## config.mk

```make
export PLATFORM = sky130hd
export DESIGN_NAME = pipe_ctrl_gen_flat
export DESIGN_NICKNAME = d
export VERILOG_FILES = /design/src/rtl/pipe_ctrl_if.sv /design/src/rtl/pipe_ctrl_gen.sv /design/src/flat_wrapper.sv
export SDC_FILE = /design/constraint.sdc
export NUM_CORES = 1
export LEC_CHECK = 0
export BUFFER_PORTS_ARGS = -buffer_cell sky130_fd_sc_hd__buf_2
export CELL_PAD_IN_SITES_DETAIL_PLACEMENT = 0
export CELL_PAD_IN_SITES_GLOBAL_PLACEMENT = 1
export CORE_MARGIN = 8
export CORE_UTILIZATION = 40
export DETAILED_ROUTE_END_ITERATION = 10
export PLACE_DENSITY = 0.85
export SLEW_MARGIN = 20
export SYNTH_ARGS = -nofsm -noshare
export SYNTH_HDL_FRONTEND = slang
export SYNTH_SLANG_ARGS = --single-unit
export TNS_END_PERCENT = 10
```

## constraint.sdc

```tcl
create_clock -name clk -period 3.2 [get_ports clk]
set_input_delay 0.32 -clock clk [delete_from_list [all_inputs] [get_ports clk]]
set_output_delay 0.32 -clock clk [all_outputs]
set_load 0.01 [all_outputs]
```

## src/rtl/pipe_ctrl_if.sv

```systemverilog
// Handshake bundle between the core pipeline (master) and its stall/flush controller (slave).
// The pipeline drives ready and the requests; the controller returns per-stage controls and counters.
interface pipe_ctrl_if #(
  parameter int NUM_STAGES = 5,
  parameter int CNT_W      = 32,
  parameter int SEL_W      = $clog2(NUM_STAGES)
);
  logic                  rdy;
  logic [NUM_STAGES-1:0] stall_req_i;
  logic                  flush_req_i;
  logic [SEL_W-1:0]      flush_stage_i;
  logic                  perf_clr_i;
  logic [NUM_STAGES-1:0] stall_o;
  logic [NUM_STAGES-1:0] bubble_o;
  logic [NUM_STAGES-1:0] flush_o;
  logic                  flush_busy_o;
  logic [CNT_W-1:0]      stall_cycles_o;
  logic [CNT_W-1:0]      flush_cnt_o;
  logic                  wdt_timeout_o;

  modport master (
    output rdy, stall_req_i, flush_req_i, flush_stage_i, perf_clr_i,
    input  stall_o, bubble_o, flush_o, flush_busy_o, stall_cycles_o, flush_cnt_o, wdt_timeout_o
  );

  modport slave (
    input  rdy, stall_req_i, flush_req_i, flush_stage_i, perf_clr_i,
    output stall_o, bubble_o, flush_o, flush_busy_o, stall_cycles_o, flush_cnt_o, wdt_timeout_o
  );
endinterface

```

## src/rtl/pipe_ctrl_gen.sv

```systemverilog
// Pipeline stall/flush controller for NUM_STAGES stages (0 = youngest).
// Stall/bubble decode is combinational; flush windows, watchdog and perf counters are registered.
module pipe_ctrl_gen #(
  parameter int NUM_STAGES = 5,
  parameter int FLUSH_LEN  = 2,
  parameter int WDT_LIMIT  = 1024,
  parameter int CNT_W      = 32,
  parameter int SEL_W      = $clog2(NUM_STAGES)
) (
  input  logic      clk,
  input  logic      rst,
  pipe_ctrl_if.slave bus
);

  localparam int FL_W = (FLUSH_LEN > 1) ? $clog2(FLUSH_LEN) : 1;
  localparam int WD_W = $clog2(WDT_LIMIT + 1);
  localparam logic [FL_W-1:0] FL_RELOAD = FL_W'(FLUSH_LEN - 1);
  localparam logic [WD_W-1:0] WD_MAX    = WD_W'(WDT_LIMIT);

  function automatic logic [NUM_STAGES-1:0] below_mask(input logic [SEL_W-1:0] s);
    logic [NUM_STAGES-1:0] m;
    m = '0;
    for (int j = 0; j < NUM_STAGES; j++) m[j] = (j < int'(s));
    return m;
  endfunction

  function automatic logic [CNT_W-1:0] sat_inc(input logic [CNT_W-1:0] v);
    return (&v) ? v : v + CNT_W'(1);
  endfunction

  logic [FL_W-1:0]       fcnt_q, fcnt_d;
  logic [SEL_W-1:0]      ftgt_q, ftgt_d;
  logic [WD_W-1:0]       wdt_q, wdt_d;
  logic                  wdt_to_q, wdt_to_d;
  logic [CNT_W-1:0]      stall_cyc_q, stall_cyc_d;
  logic [CNT_W-1:0]      flush_cnt_q, flush_cnt_d;

  logic                  any_stall;
  logic                  stage_ok;
  logic                  flush_accept;
  logic                  win_active;
  logic [NUM_STAGES-1:0] stall_vec, bubble_vec, flush_vec;

  // Request decode and per-stage control outputs
  always_comb begin
    stall_vec  = '0;
    bubble_vec = '0;
    any_stall  = 1'b0;
    // Walk from the oldest stage down so everything younger than the first requester is held.
    for (int j = NUM_STAGES - 1; j >= 0; j--) begin
      if (bus.stall_req_i[j] && !any_stall && (j < NUM_STAGES - 1)) bubble_vec[j] = 1'b1;
      any_stall    = any_stall | bus.stall_req_i[j];
      stall_vec[j] = any_stall;
    end

    stage_ok     = (bus.flush_stage_i != '0) && (int'(bus.flush_stage_i) < NUM_STAGES);
    flush_accept = bus.flush_req_i && bus.rdy && stage_ok;
    win_active   = (fcnt_q != '0);
    flush_vec    = (win_active   ? below_mask(ftgt_q)            : '0) |
                   (flush_accept ? below_mask(bus.flush_stage_i) : '0);

    if (rst) begin
      bus.stall_o  = '0;
      bus.bubble_o = '0;
      bus.flush_o  = '0;
    end else if (!bus.rdy) begin
      bus.stall_o  = '1;
      bus.bubble_o = '0;
      bus.flush_o  = '0;
    end else begin
      bus.stall_o  = stall_vec;
      bus.bubble_o = bubble_vec;
      bus.flush_o  = flush_vec;
    end

    bus.flush_busy_o   = win_active;
    bus.stall_cycles_o = stall_cyc_q;
    bus.flush_cnt_o    = flush_cnt_q;
    bus.wdt_timeout_o  = wdt_to_q;
  end

  // Next-state: everything holds while the pipeline is frozen, except an explicit counter clear
  always_comb begin
    fcnt_d      = fcnt_q;
    ftgt_d      = ftgt_q;
    wdt_d       = wdt_q;
    wdt_to_d    = wdt_to_q;
    stall_cyc_d = stall_cyc_q;
    flush_cnt_d = flush_cnt_q;

    if (bus.rdy) begin
      if (flush_accept) begin
        fcnt_d      = FL_RELOAD;
        ftgt_d      = bus.flush_stage_i;
        flush_cnt_d = sat_inc(flush_cnt_q);
      end else if (win_active) begin
        fcnt_d = fcnt_q - FL_W'(1);
      end

      if (any_stall) begin
        stall_cyc_d = sat_inc(stall_cyc_q);
        wdt_d       = (wdt_q == WD_MAX) ? wdt_q : wdt_q + WD_W'(1);
      end else begin
        wdt_d = '0;
      end
      wdt_to_d = wdt_to_q | (wdt_d == WD_MAX);
    end

    if (bus.perf_clr_i) begin
      stall_cyc_d = '0;
      flush_cnt_d = '0;
    end
  end

  always_ff @(posedge clk) begin
    if (rst) begin
      fcnt_q      <= '0;
      ftgt_q      <= '0;
      wdt_q       <= '0;
      wdt_to_q    <= 1'b0;
      stall_cyc_q <= '0;
      flush_cnt_q <= '0;
    end else begin
      fcnt_q      <= fcnt_d;
      ftgt_q      <= ftgt_d;
      wdt_q       <= wdt_d;
      wdt_to_q    <= wdt_to_d;
      stall_cyc_q <= stall_cyc_d;
      flush_cnt_q <= flush_cnt_d;
    end
  end

endmodule

```

## src/flat_wrapper.sv

```systemverilog
// flat-port wrapper written by rule: the top's interface ports become plain ports
module pipe_ctrl_gen_flat 
#(
  parameter int NUM_STAGES = 5,
  parameter int FLUSH_LEN  = 2,
  parameter int WDT_LIMIT  = 1024,
  parameter int CNT_W      = 32,
  parameter int SEL_W      = $clog2(NUM_STAGES)
)
  (clk, rst, bus_rdy, bus_stall_req_i, bus_flush_req_i, bus_flush_stage_i, bus_perf_clr_i, bus_stall_o, bus_bubble_o, bus_flush_o, bus_flush_busy_o, bus_stall_cycles_o, bus_flush_cnt_o, bus_wdt_timeout_o);
  pipe_ctrl_if #(.NUM_STAGES(NUM_STAGES), .CNT_W(CNT_W), .SEL_W(SEL_W)) bus_i ();
  input  logic clk;
  input  logic rst;
  input wire logic [$bits(bus_i.rdy)-1:0] bus_rdy;
  input wire logic [$bits(bus_i.stall_req_i)-1:0] bus_stall_req_i;
  input wire logic [$bits(bus_i.flush_req_i)-1:0] bus_flush_req_i;
  input wire logic [$bits(bus_i.flush_stage_i)-1:0] bus_flush_stage_i;
  input wire logic [$bits(bus_i.perf_clr_i)-1:0] bus_perf_clr_i;
  output wire logic [$bits(bus_i.stall_o)-1:0] bus_stall_o;
  output wire logic [$bits(bus_i.bubble_o)-1:0] bus_bubble_o;
  output wire logic [$bits(bus_i.flush_o)-1:0] bus_flush_o;
  output wire logic [$bits(bus_i.flush_busy_o)-1:0] bus_flush_busy_o;
  output wire logic [$bits(bus_i.stall_cycles_o)-1:0] bus_stall_cycles_o;
  output wire logic [$bits(bus_i.flush_cnt_o)-1:0] bus_flush_cnt_o;
  output wire logic [$bits(bus_i.wdt_timeout_o)-1:0] bus_wdt_timeout_o;
  assign bus_i.rdy = bus_rdy;
  assign bus_i.stall_req_i = bus_stall_req_i;
  assign bus_i.flush_req_i = bus_flush_req_i;
  assign bus_i.flush_stage_i = bus_flush_stage_i;
  assign bus_i.perf_clr_i = bus_perf_clr_i;
  assign bus_stall_o = bus_i.stall_o;
  assign bus_bubble_o = bus_i.bubble_o;
  assign bus_flush_o = bus_i.flush_o;
  assign bus_flush_busy_o = bus_i.flush_busy_o;
  assign bus_stall_cycles_o = bus_i.stall_cycles_o;
  assign bus_flush_cnt_o = bus_i.flush_cnt_o;
  assign bus_wdt_timeout_o = bus_i.wdt_timeout_o;
  pipe_ctrl_gen #(.NUM_STAGES(NUM_STAGES), .FLUSH_LEN(FLUSH_LEN), .WDT_LIMIT(WDT_LIMIT), .CNT_W(CNT_W), .SEL_W(SEL_W)) u_core (.clk(clk), .rst(rst), .bus(bus_i));
endmodule
```

# Word-level counts from Yosys, hierarchy flattened
# Cells that the tools add are included.
[word_totals]
elab_cells = 66
out_inout_bits = 81
in_bits = 13
regBits = 80
[op_classes]
n_reduce_logical = 18
n_addsub = 4
n_eq_ne = 2
n_bitwise = 8
n_lt_le_gt_ge = 11
mux = 17
[ops]
columns = ["op", "count"]
rows = [
  ["$add A32 B1 Y32 const B", 2],
  ["$reduce_and A32 Y1", 2],
  ["$mux W11", 3],
  ["$mux W5", 6],
  ["$eq A11 B11 Y1 const B", 2],
  ["$lt A1 B3 Y1 const A", 4],
  ["$lt A2 B3 Y1 const A", 4],
  ["$add A11 B1 Y11 const B", 1],
  ["$mux W4", 2],
  ["$logic_and A1 B1 Y1", 7],
  ["$lt A3 B3 Y1 const A", 2],
  ["$mux W1", 6],
  ["$reduce_and A3 Y1", 2],
  ["$or A1 B1 Y1", 5],
  ["$or A5 B5 Y5", 1],
  ["$logic_not A1 Y1", 4],
  ["$lt A3 B3 Y1 const B", 1],
  ["$reduce_bool A3 Y1", 1],
  ["$not A1 Y1", 2],
  ["$reduce_and A2 Y1", 1],
  ["$reduce_or A2 Y1", 1],
  ["$sub A1 B1 Y1 const B", 1],
]

# Logic depth before layout (Yosys ltp)
[depth]
word_depth = 8
mapped_depth = 8
ltp_nobuf = 7

# Worst setup path after synthesis
# No wires, ideal clock.
[synth_path]
path_type = "register to register"
start = "register u_core.stall_cyc_q[12], in the netlist u_core.bus.stall_cycles_o[12]"
end = "register u_core.stall_cyc_q[25], in the netlist u_core.bus.stall_cycles_o[25]"
t_required_ns = 3.130
setup_slack_ns = 0.884
stages_incl_launch_ff = 7
arrival_time_ns = 2.247
path_buffers = 1
period_less_slack_ns = 2.316
setup_time_ns = 0.070
cell_sequence = "dfxtp_1 nand4_2 or4_4 or3_1 clkbuf_2 or4_1 a21oi_1"
[synth_between]
elab_chain_cells = 3
elab_cells_between_ends = 4
classes_between = "add/sub: 1; bitwise: 1; reduce/logical: 2"
[synth_rtl]
columns = ["element", "line_no", "text"]
rows = [
  ["start, declared", "pipe_ctrl_gen.sv:35", "logic [CNT_W-1:0] stall_cyc_q, stall_cyc_d;"],
  ["start signal, assigned", "pipe_ctrl_gen.sv:128", "stall_cyc_q <= stall_cyc_d;"],
  ["parallel branches: the longest is 3 deep, another holds $add A32 B1 Y32", "-", ""],
]
# Parallel ways; which one is timed is not known.
# A chain may end at the register's enable or synchronous reset.

# Worst setup path after layout
[layout_path]
start = "register u_core.stall_cyc_q[0], in the netlist u_core.bus.stall_cycles_o[0]"
end = "register u_core.stall_cyc_q[16], in the netlist u_core.bus.stall_cycles_o[16]"
# Same word-level chain as after synthesis.

==> results.toml <==
[logic_synthesis]
ys_types = 60
postSynthCellCount = 554
syn-cell-area_um2 = 4397
synth_warnings = 0
ys_seq_elements = 80
ys_top_cells_by_area = "dfxtp_1 36%, a21oi_1 6.8%, nand2_1 4.1%, or4_1 3.9%, o31ai_1 3.6%"
synth_flop_cell = "dfxtp_1"
synthArstFlopShare = 0
synth_nets = 571
synth_top_area_frac = 0.3643
ys_seq_area_frac = 0.3643
synth_edf_count = 0
netlist_top_cells_count = "80 x dfxtp_1, 60 x a21oi_1, 48 x nand2_1, 36 x nor2_1, 31 x o21ai_0"
synth.avg_cell_area_um2 = 7.936
yosys.area.top_type = "dfxtp_1"
synth.most_common_cell = "dfxtp_1"

[cts]
clock_latency_ns = 0.37
clkTransAtPathRegs_ns = 0.09
clockBufferDepth = 2
cts_tree = "done"
post_cts_resized = 0
clockRootBuffer = "clkbuf_8"
cts_hold_buf = 0
cts_setup_buffers = 0
cts_buffers = 9
cts.sinks = 80
h-tree-depth = 3

[cells_and_area]
seqCellArea_um2 = 1602
layout-drive-gt1-share = 0.2037
finalInstanceArea_um2 = 5139
n_antenna_cell = 0
fin_util = 0.4761
multi_input_comb_area_um2 = 2616
syn2layout_area_growth_pct = 16.88
nFillCells = 1053
nNetsFinal = 655

[detailed_routing]
route.vias.total = 4583
final_antenna_net_count = 0
first_iter_violations = 253
wl_per_cell_um = 15.82
post-route-drc-count = 0
viasPerCell = 5.853
dr.pass1.iters = 5
drt_wl_total_mm = 12.39

[sta]
drv_slew = 0
worst_pin_slew_ns = 0.7890
setup-violations-final = 0
finClkSkew_ns = 0.01301
rsz0062_at_grt = "no"
period_minus_slack_ns = 2.498
period_share = 0.7807
fin_tns_setup_ns = 0
hold_viol_final = 0
max_freq_ghz = 0.4003
final.setup.worst_slack_ns = 0.7017
slew_headroom = 0.4740

[power_and_ir_drop]
p_clk_frac = 0.379
p_leak_uw = 0.001942
p_seq_frac = 0.559
p_int_uw = 1333
sw_frac_of_total = 0.2599
p_comb_frac = 0.062
netSwitchingPower_uw = 468.1
p_per_area_nw_per_um2 = 350.5
ir_worst_vdd_mv = 0.2615

[setup_path]
cp.required_ns = 3.50
crit_type = "reg2reg"
critPathLaunchType = "flop"
critPathArrivalTime_ns = 2.80
worstSetupEndpointType = "flop"
r2r_slack_ns = 0.70
crit_path_max_fanout = 36

[placed_design]
place_ws_ns = 0.7252
dp_hpwl_mm = 9.067
gp_congestion = 0.8271
place_area_um2 = 4966
portBuffers = 92

[min_path]
hp-class = "in2reg"

[floorplanning]
die_w_um = 120.8
fp-row-count = 38
ios = 94
core-area_um2 = 10790
initial_utilization = 0.4074
dieArea_um2 = 14600
die-height_um = 120.8

[global_routing]
grt_antenna_before_repair = 0
grtUsageTotal = 0.1698
grt_max_degree = 41
grt_pass1_vias = 4226
grt_pass1_wl_mm = 20.51
grt_overflow = 0

[status]
status = "finished clean"

[run]
drv_cap = 0
-- cells in the final DEF (no fill, tap or decap), types with 6 or more instances in the layout --
cell type   n
a21oi_1    60
and2_1      6
and3_1     14
and4_1     10
buf_2      92
buf_4       8
clkbuf_8   10
dfxtp_1    80
inv_1      14
nand2_1    48
nand3_1    29
nand4_1    19
nor2_1     36
nor3_1     12
nor4_1      8
o211ai_1    7
o21ai_0    31
o31ai_1    21
or3_1      22
or4_1      23
xnor2_1     9
-- logic make-up (layout without fill, tap and decap cells) --
group                    Yosys count  count (layout)  share of synthesized area
multiplexers                       5               5                    0.01138
other                              1               1                  0.0008529
XOR/XNOR                          12              12                    0.02391
flip-flops                        80              80                     0.3643
adder cells (fa/ha/maj)            4               4                    0.01138
AO/OA/AOI/OAI                    161             161                     0.2299
buffers and inverters             41             130                    0.04069
AND/OR/NAND/NOR                  250             250                     0.3176
-- registers in the layout (all words and copies together), names as in the netlist --
signal,flops
u_core.bus.stall_cycles_o,32
u_core.bus.wdt_timeout_o,1
u_core.bus.flush_cnt_o,32
u_core.ftgt_q,3
u_core.wdt_q,11
u_core.bus.flush_busy_o,1
-- power groups by stage --
stage | clock network (µW) | registers (µW) | logic (µW)
after global placement | 0 | 1030 | 110
after floorplan | 0 | 1030 | 73.8
after detailed placement | 0 | 1030 | 112
after CTS | 701 | 1010 | 113
final | 683 | 1010 | 112
after global routing | 747 | 1010 | 124
-- layout make-up --
class	count	share of cell area
repair buffers	100	0.1013
flip-flops and latches	80	0.3117
well taps	140	0.03409
clock buffers	10	0.02678
inverters	14	0.01023
multi-input cells	433	0.5091
clock inverters	6	0.006818
-- metrics by stage --
stage | hold slack (ns) | cells | power (µW)
after global routing | 0.2268 | 783 | 1878
after CTS | 0.2246 | 783 | 1820
after floorplan | 0.4639 | 554 | 1103
after detailed placement | 0.4839 | 767 | 1142
after global placement | 0.4696 | 767 | 1140
final | 0.2379 | 783 | 1801
-- layer usage --
layer  track usage  share of wire  wire length [µm]
met5             0              0                 0
met4       0.05386          0.013               161
met3       0.05501          0.053               658
met2        0.2853           0.50              6151
met1        0.2003           0.44              5417
-- worst max-delay path, stage by stage (launching register included) --
cell     delay (ns)
dfxtp_1        0.35
ha_1           0.30
and4_1         0.27
and4_1         0.24
a31o_2         0.45
or4_2          0.67
a21oi_1        0.15
-- worst paths after layout --
path,from,end,cells past startpoint
min reg2reg,u_core.bus.flush_cnt_o[31],u_core.bus.flush_cnt_o[31],2
min,bus_flush_stage_i[0],u_core.ftgt_q[0],3
max reg2reg,u_core.bus.stall_cycles_o[0],u_core.bus.stall_cycles_o[16],6
max,u_core.bus.stall_cycles_o[0],u_core.bus.stall_cycles_o[16],6
Note: power is estimated with default switching activity, not from simulation.
